### src/rtl/fifo_stream_reader.sv
// Purpose: drains a clk_b-domain FIFO into a valid/ready stream through a 2-entry output buffer.
// Latency: ren_b -> m_valid is 2 cycles; one word per cycle sustained while FIFO non-empty and m_ready=1.
// Backpressure: ren_b gated so buffered + inflight words never exceed 2; m_ready=0 stops reads within one cycle.
// Optional: define FIFO_RD_CNT_EN to add the 16-bit rd_count (words delivered) output and its counter.
module fifo_stream_reader #(
    parameter int FIFO_WIDTH = 16
) (
    input  logic                  clk_b,
    input  logic                  rst,
    input  logic                  en,
    input  logic                  empty,
    input  logic [FIFO_WIDTH-1:0] dout_b,
    output logic                  ren_b,
    output logic [FIFO_WIDTH-1:0] m_data,
    output logic                  m_valid,
    input  logic                  m_ready
`ifdef FIFO_RD_CNT_EN
    ,
    output logic [15:0]           rd_count
`endif
);

    logic [FIFO_WIDTH-1:0] buf_q [2];
    logic                  wr_ptr;
    logic                  rd_ptr;
    logic                  inflight;
    logic [1:0]            occ;
    logic                  pop;
    logic [2:0]            committed;

    // Words owed to the buffer after this edge; a read is only issued if a slot is guaranteed.
    always_comb begin
        pop       = m_valid & m_ready;
        committed = {1'b0, occ} + {2'b0, inflight} - {2'b0, pop};
        ren_b     = ~rst & en & ~empty & (committed < 3'd2);
    end

    assign m_valid = (occ != 2'd0);
    assign m_data  = buf_q[rd_ptr];

    // Occupancy, pointers and the inflight flag; capture and pop may happen on the same edge.
    always_ff @(posedge clk_b) begin
        if (rst) begin
            occ      <= 2'd0;
            wr_ptr   <= 1'b0;
            rd_ptr   <= 1'b0;
            inflight <= 1'b0;
        end else begin
            occ      <= committed[1:0];
            inflight <= ren_b;
            if (inflight) begin
                wr_ptr <= ~wr_ptr;
            end
            if (pop) begin
                rd_ptr <= ~rd_ptr;
            end
        end
    end

    // Data storage: FIFO read data lands in the write slot one cycle after the strobe.
    always_ff @(posedge clk_b) begin
        if (!rst && inflight) begin
            buf_q[wr_ptr] <= dout_b;
        end
    end

`ifdef FIFO_RD_CNT_EN
    // Delivered-word counter, wraps naturally at 16 bits.
    always_ff @(posedge clk_b) begin
        if (rst) begin
            rd_count <= 16'd0;
        end else if (pop) begin
            rd_count <= rd_count + 16'd1;
        end
    end
`endif

endmodule

### config.mk
export PLATFORM = sky130hd
export DESIGN_NAME = fifo_stream_reader
export DESIGN_NICKNAME = d
export VERILOG_FILES = /design/src/rtl/fifo_stream_reader.sv
export SDC_FILE = /design/constraint.sdc
export NUM_CORES = 1
export LEC_CHECK = 0
export BUFFER_PORTS_ARGS = -buffer_cell sky130_fd_sc_hd__buf_4
export CORE_AREA = 2 2 61 63
export CTS_BUF_LIST = sky130_fd_sc_hd__clkbuf_4 sky130_fd_sc_hd__clkbuf_8 sky130_fd_sc_hd__clkbuf_16
export CTS_CLUSTER_DIAMETER = 60
export DETAILED_ROUTE_END_ITERATION = 16
export DIE_AREA = 0 0 63 65
export PLACE_DENSITY = 0.67
export SYNTH_ARGS = -nofsm -noshare
export SYNTH_HDL_FRONTEND = slang
export SYNTH_SLANG_ARGS = --single-unit
export TNS_END_PERCENT = 1
### constraint.sdc
create_clock -name clk_b -period 5.5 [get_ports clk_b]
set_input_delay 0 -clock clk_b [delete_from_list [all_inputs] [get_ports clk_b]]
set_output_delay 0 -clock clk_b [all_outputs]
set_load 0.02 [all_outputs]
==> results of run 1 <==
## per-layer routing
layer  share of wire  vias to the layer above  global-route usage
met5               0                        -                   0
met4          0.0053                        0              0.0583
met3           0.055                        2              0.0347
met2            0.55                       28               0.233
met1            0.39                      399               0.124
li1                -                      422                   -
## sequential cells by signal, summed over array words and instances, names as in the netlist, named ones only
| register | count |
|---|---|
| wr_ptr | 1 |
| occ | 2 |
| buf_q | 32 |
| rd_ptr | 1 |
| inflight | 1 |
## power groups by stage
| stage | Sequential, W | Combinational [W] | Clock, W |
|---|---|---|---|
| 2_1_floorplan | 0.000356 | 0.000173 | 0 |
| 6_report | 0.000367 | 0.000240 | 0.000129 |
| 3_3_place_gp | 0.000373 | 0.000223 | 0 |
| 4_1_cts | 0.000369 | 0.000243 | 0.000135 |
| 5_1_grt | 0.000373 | 0.000260 | 0.000148 |
| 3_5_place_dp | 0.000375 | 0.000231 | 0 |
## metrics by stage
step	worst slack [ps]	area [sq um]	utilization
detailed placement	3470	1790	0.513
CTS	3100	2040	0.582
global route	3000	2040	0.582
floorplan	3320	1470	-
finish	3120	2040	0.582
global placement	3560	1790	0.513
## final timing paths
check / to / slack [ps] / cells after the start
max: ren_b / 3120 / 7
min: rd_ptr$_SDFFE_PP0P_ / 110 / 3
max reg2reg: inflight$_SDFF_PP0_ / 3570 / 6
min reg2reg: wr_ptr$_SDFFE_PP0P_ / 560 / 2
## logic make-up after synthesis
family	count (synthesis)	share of synthesized area
AO/OA/AOI/OAI	1	0.00513
multiplexers	18	0.138
adder cells (fa/ha/maj)	3	0.0307
AND/OR/NAND/NOR	11	0.0444
flip-flops	38	0.738
XOR/XNOR	2	0.0120
buffers and inverters	7	0.0316
## cell usage in the layout (no fill, tap or decap)
cell / n
clkbuf_4: 5
nor2_1: 2
dlygate4sd3_1: 19
nor2b_1: 3
clkinvlp_4: 1
clkinv_2: 1
xnor2_1: 2
inv_1: 4
fa_1: 1
mux2_2: 18
and3b_1: 1
ha_1: 2
nor3b_2: 1
dfxtp_1: 6
o21a_1: 1
buf_4: 39
edfxtp_1: 32
clkinv_1: 1
nand2b_1: 1
nor4_1: 2
nand2_1: 1
## worst min-delay path: stages
cell and delay (ps):
buf_4 80, o21a_1 170, mux2_2 160
## repair_timing
| action | CTS | global route |
|---|---|---|
| hold buffers | 19 | 0 |
| setup buffers | 0 | 0 |
| endpoints found under the hold margin | 36 | 0 |
## cell type report
cell class                      instances  area [sq um]  share of cell area
Clock inverter                          3          16.3             0.00799
Inverter                                4          15.0             0.00738
Timing Repair Buffer                   58           483               0.237
Multi-Input combinational cell         35           343               0.168
Sequential cell                        38          1080               0.531
Tap cell                               48          60.1              0.0295
Clock buffer                            5          37.5              0.0184
==> metrics.md, run 1 <==
| Metric | Value |
|---|---|
| Status | finished clean |
| Port Buf Inserts | 38 |
| Synth Cell Area | 1470 sq um |
| Sequential power share | 0.499 |
| Final cell count without fillers | 191 |
| Initial antenna violation count | 0 |
| H-tree depth | 2 |
| Largest net degree at the start of global routing | 17 |
| P_sw | 0.000219 W |
| Combinational power share | 0.326 |
| Cells along the critical path | o21a_1 -> ha_1 -> inv_1 -> ha_1 -> fa_1 -> nor4_1 -> buf_4 |
| Worst-Margin Slew | 731 ps |
| Hold_ws | 113 ps |
| WP data required | 5500 ps |
| # setup viols final | 0 |
| Library cells used by synthesis | 18 |
| Final Critical Period | 2380 ps |
| DRT Pass-1 Iters | 4 |
| First-pass GRT wire length | 3730 microns |
| Clk_lat worst skew | 320 ps |
| Slew HR | 0.512 |
| Ys Warns | 0 |
| Clock share of power | 0.175 |
| Worst path slowest cell | fa_1 |
| Max-Cap Viols | 0 |
| Fmax | 0.421 GHz |
| Leak | 0.776 nW |
| Crit. Startpoint | occ[1]$_SDFF_PP0_ |
| HPWL after detailed placement | 1560 microns |
| Power per cell area | 361 nW/um^2 |
| Vias in the first global route | 876 |
| Part of the Yosys area used for sequential elements | 0.738 |
| Die width | 63 microns |
| Worst hold path class | in2reg |
| Tot Pwr | 0.000735 W |
| Num ports | 39 |
| Initial DRC count | 16 |
| Synth async-reset ratio | 0 |
| Num CTS Buffers | 5 |
| Top_reg_cell synth | edfxtp_1 |
| Post-CTS Resized | 0 |
| Area delta synth->final | 38.9% |
| Core area | 3500 sq um |
| Switch share | 0.297 |
| Hold path startpoint | m_ready |
| Final Hold Fails | 0 |
| Cell taking the most area after synthesis | edfxtp_1 |
| Flops & latches, synth | 38 |
| Unrepaired setup endpoints after global routing | false |
| Crit path launch type | flip-flop |
| Site Rows | 22 |
| Internal power | 0.000517 W |
| Die area | 4100 sq um |
| Placed cell count | 164 |
| GRT overflow | 0 |
| Peak supply drop | 0.000237 V |
| Die Y | 65 microns |
| Crit path max-delay family | adder cells |
| Total number of vias | 851 |
| DR WL/cell | 11.9 microns |
| Synth Area per Inst | 18.3 sq um |
| Root Buffer Master | clkbuf_4 |
| Setup TNS | 0 ps |
| Total Routing Usage GR | 0.123 |
| Num Clock Sinks | 38 |
| Post-synth top area share | 0.656 |
| Worst Path Arrival | 2380 ps |
| # fillers | 294 |
| Top cell by count, worst path | ha_1 |
| Routed Wire Length | 2270 microns |
| Worst Path Buf+Inv | 2 |
| Fin. max-slew vios | 0 |
| Post-route DRC | 0 |
| Max Buffers Root-to-Sink | 2 |
| Initial Utilization | 0.419 |
| TritonCTS clock tree | built |
| Worst path max stage delay | 490 ps |
| Clock skew | 5.64 ps |
| EDFF count, synth | 32 |
| Most numerous cell in the Yosys netlist | edfxtp_1 |
| Synth Instances | 80 |
| Final ANT Viol Nets | 0 |
| Synth Net Count | 104 |
| GPL Wtd Cong | 0.705 |
| CTS clock-pin slew for the worst setup and hold paths | 100 ps |
| Layout cells sized above 1 | 0.455 |
| Worst setup EP type | primary output |
| CP Max Fanout | 3 |
| Final #Nets | 166 |
| Tcrit/Tclk final | 0.432 |
| Worst Setup Path Type | reg2out |
| Synth top cells by count | edfxtp_1 (32), mux2_2 (18), dfxtp_1 (6), inv_1 (4), nor2b_1 (3) |
| # diodes | 0 |
| Reg2reg start | occ[1]$_SDFF_PP0_ |
| Top cells by area, synth | edfxtp_1 (66%), mux2_2 (14%), dfxtp_1 (8.2%) |
| Vias per inst | 4.46 |
Power figures use the tool's default switching activity.
==> run 2, diff against run 1 <==
ABC_AREA = 1   (was unset)
PLACE_DENSITY = 0.71   (was 0.67)
clock period = 2.1 ns   (was 5.5 ns; I/O delays follow)
==> run 2 against run 1 <==
The flow now finishes with violations (setup timing); final cell count increased by 8.4%; clock skew increased by 3.5 ps; count of clock-buffer cells in the layout unchanged; synthesized cell count increased by 11%; area after synthesis increased by 2.2%; global-route usage increased by 1.4 points; cell area increased by 6.7%; hold slack got worse by 25 ps; first-iteration DRC count increased by 6.3%; highest routed layer unchanged; sequential cell count unchanged.
==> metrics.md, run 2 <==
| Metric | Value |
|---|---|
| Root Buffer Master | clkbuf_4 (unchanged) |
| Synth async-reset ratio | 0 (unchanged) |
| Max FFs per register | 32 (unchanged) |
| Final cell count without fillers | 207 (was 191) |
| Power per cell area | 1030 nW/um^2 (was 361 nW/um^2) |
| Cells along the critical path | nor2_2 -> nor2_2 -> ha_1 -> inv_1 -> ha_2 -> fa_1 -> nor2_1 -> nand3_1 -> nor2_1 -> buf_4 (was o21a_1 -> ha_1 -> inv_1 -> ha_1 -> fa_1 -> nor4_1 -> buf_4) |
| Part of the Yosys area used for sequential elements | 0.722 (was 0.738) |
| Synth Cell Area | 1500 sq um (was 1470 sq um) |
| Max-Cap Viols | 0 (unchanged) |
| Final ANT Viol Nets | 0 (unchanged) |
| Ys Warns | 0 (unchanged) |
| Slew HR | 0.841 (was 0.512) |
| Synth Net Count | 113 (was 104) |
| GRT overflow | 0 (unchanged) |
| Die width | 63 microns (unchanged) |
| Placed cell count | 178 (was 164) |
| Num ports | 39 (unchanged) |
| Worst path max stage delay | 450 ps (was 490 ps) |
| Top cells by area, synth | edfxtp_1 (64%), mux2_4 (10%), dfxtp_1 (8.0%) (was edfxtp_1 (66%), mux2_2 (14%), dfxtp_1 (8.2%)) |
| Internal power | 0.00162 W (was 0.000517 W) |
| Reg2reg start | occ[1]$_SDFF_PP0_ (unchanged) |
| Top_reg_cell synth | edfxtp_1 (unchanged) |
| DR WL/cell | 11.9 microns (about the same) |
| EDFF count, synth | 32 (unchanged) |
| Biggest regs | buf_q: 32 flops, occ: 2 flops (unchanged) |
| Synth Instances | 89 (was 80) |
| Switch share | 0.275 (was 0.297) |
| Clk_lat worst skew | 330 ps (was 320 ps) |
| Layout cells sized above 1 | 0.453 (was 0.455) |
| Tot Pwr | 0.00224 W (was 0.000735 W) |
| Setup TNS | -110 ps (was 0 ps) |
| Worst Setup Path Type | reg2out (unchanged) |
| Worst reg2reg setup slack | 310 ps (was 3570 ps) |
| Synth Area in Compound Gates | 0.00334 (was 0.00512) |
| Largest net degree at the start of global routing | 15 (was 17) |
| DRT Pass-1 Iters | 2 (was 4) |
| Worst hold path class | in2reg (unchanged) |
| Worst Hold Depth | 5 (was 3) |
| Worst-Margin Slew | 239 ps (was 731 ps) |
| Die area | 4100 sq um (unchanged) |
| Clock skew | 9.14 ps (was 5.64 ps) |
| Most frequent cells in the layout | buf_4 (44), edfxtp_1 (32), dlygate4sd3_1 (20), inv_1 (10), mux2_4 (10) (was buf_4 (39), edfxtp_1 (32), dlygate4sd3_1 (19), mux2_2 (18), dfxtp_1 (6)) |
| Hold_ws | 87.8 ps (was 113 ps) |
| Hold path startpoint | m_ready (unchanged) |
| Initial antenna violation count | 0 (unchanged) |
| Num Clock Sinks | 38 (unchanged) |
| Post-route DRC | 0 (unchanged) |
| Die Y | 65 microns (unchanged) |
| Library cells used by synthesis | 15 (was 18) |
| Worst path slowest cell | fa_1 (unchanged) |
| Reg with most FFs | buf_q (unchanged) |
| TritonCTS clock tree | built (unchanged) |
| Post-synth top area share | 0.642 (was 0.656) |
| Synth Area in XOR/XNOR | 0.00585 (was 0.0120) |
| Post-synthesis adder-cell area fraction | 0.0301 (was 0.0307) |
| Initial DRC count | 17 (was 16) |
| Site Rows | 22 (unchanged) |
| Routed Wire Length | 2460 microns (was 2270 microns) |
| Final Hold Fails | 0 (unchanged) |
| Combinational power share | 0.326 (about the same) |
| Initial Utilization | 0.428 (was 0.419) |
| HPWL after detailed placement | 1760 microns (was 1560 microns) |
| Vias in the first global route | 977 (was 876) |
| Max Buffers Root-to-Sink | 2 (unchanged) |
| Synth Area per Inst | 16.8 sq um (was 18.3 sq um) |
| Largest family of logic cells by synthesized area | multiplexers (unchanged) |
| Area delta synth->final | 45.0% (was 38.9%) |
| Worst setup EP type | primary output (unchanged) |
| Vias per inst | 4.44 (was 4.46) |
| # diodes | 0 (unchanged) |
| R2r worst-path depth | 9 (was 6) |
| Status | complete, but fails checks (was finished clean) |
| Core area | 3500 sq um (unchanged) |
| Final #Nets | 182 (was 166) |
| P_sw | 0.000615 W (was 0.000219 W) |
| Fin. max-slew vios | 0 (unchanged) |
| Reg-to-reg endpoint | inflight$_SDFF_PP0_ (unchanged) |
| CP Max Fanout | 2 (was 3) |
| Num CTS Buffers | 5 (unchanged) |
| Worst Path Arrival | 2210 ps (was 2380 ps) |
| Tcrit/Tclk final | 1.05 |
| Post-synthesis simple-gate area fraction | 0.0476 (was 0.0444) |
| H-tree depth | 2 (unchanged) |
| Mux cell area share after synthesis | 0.145 (was 0.138) |
| Unrepaired setup endpoints after global routing | true (was false) |
| Commonest non-fill, non-tap cell in the layout | buf_4 (unchanged) |
| Fmax | 0.452 GHz |
| Total Routing Usage GR | 0.137 (was 0.123) |
| Failing checks | setup timing |
| Final Critical Period | 2210 ps |
| Most numerous cell in the Yosys netlist | edfxtp_1 (unchanged) |
| Peak supply drop | 0.000551 V (was 0.000237 V) |
| # setup viols final | 1 (was 0) |
| Cell taking the most area after synthesis | edfxtp_1 (unchanged) |
| PnR worst setup slack | -110 ps (was 3120 ps) |
| Sequential power share | 0.412 (was 0.499) |
| CTS clock-pin slew for the worst setup and hold paths | 100 ps (about the same) |
| Total number of vias | 920 (was 851) |
| Flops & latches, synth | 38 (unchanged) |
| Synth top cells by count | edfxtp_1 (32), nor2_1 (11), inv_1 (10), mux2_4 (10) (was edfxtp_1 (32), mux2_2 (18), dfxtp_1 (6), inv_1 (4), nor2b_1 (3)) |
| Crit path launch type | flip-flop (unchanged) |
| Clock share of power | 0.262 (was 0.175) |
| First-pass GRT wire length | 4110 microns (was 3730 microns) |
| GPL Wtd Cong | 0.673 (was 0.705) |
| WP data required | 2100 ps (was 5500 ps) |
| Leak | 0.873 nW (was 0.776 nW) |
| Port Buf Inserts | 38 (unchanged) |
## run 2: critical path, delay by kind of cell (launching register included)
kind	cells	cell delay, ps
flip-flops	1	340
AND/OR/NAND/NOR	5	460
buffers and inverters	2	200
adder cells (fa/ha/maj)	3	890
## run 2: logic make-up (layout without fill, tap and decap cells)
group | count (synthesis) | in the layout
flops | 38 | 38
simple gates | 18 | 18
mux | 16 | 16
buf+inv | 12 | 82
fa+ha+maj | 3 | 3
compound gates | 1 | 1
xor+xnor | 1 | 1
## run 2: worst max path at each step
stage	slack, ps	from	to	cells after the start
floorplan	170	wr_ptr$_SDFFE_PP0P_	buf_q[1][0]$_DFFE_PP_	2
CTS	-130	occ[1]$_SDFF_PP0_	ren_b	10
global placement	290	occ[1]$_SDFF_PP0_	ren_b	10
global route	-250	occ[1]$_SDFF_PP0_	ren_b	10
detailed placement	210	occ[1]$_SDFF_PP0_	ren_b	10
finish	-110	occ[1]$_SDFF_PP0_	ren_b	10
## run 2: area by class of cell
class / count / area (sq um)
fill: 283 / 1320
sequential: 38 / 1080
timing repair buffer: 64 / 531
multi-input combinational: 39 / 360
clock inverter: 3 / 63.8
tap: 48 / 60.1
clock buffer: 5 / 37.5
inverter: 10 / 37.5
## run 2: metrics by stage
step / setup slack (ps) / util / area, sq um
after floorplan: 173 / - / 1500
after global placement: 285 / 0.530 / 1850
after detailed placement: 210 / 0.530 / 1850
after CTS: -135 / 0.620 / 2170
after global routing: -251 / 0.621 / 2170
final: -110 / 0.621 / 2170
## run 2: timing repair
| item | 4_1_cts | 5_1_grt |
|---|---|---|
| endpoints found under the hold margin | 38 | 0 |
| setup buffers | 1 | 0 |
| hold buffers | 20 | 0 |
| pin swaps | 1 | 0 |
| setup endpoints to repair | 1 | 1 |
| gates resized for setup | 2 | 2 |
## run 2: power by group through the flow
stage                     registers [W]  logic, W  clock network, W
after global routing           0.000932  0.000794          0.000621
after CTS                      0.000921  0.000733          0.000603
final                          0.000923  0.000729          0.000586
after global placement         0.000935  0.000660                 0
after floorplan                0.000930  0.000484                 0
after detailed placement       0.000940  0.000684                 0
## run 2: routing by layer
layer  up-vias  global-route usage  share of wire
met5         -                   0              0
met4         0              0.0500          0.011
met3         4              0.0590          0.066
met2        31               0.250           0.55
met1       435               0.138           0.37
li1        450                   -              -
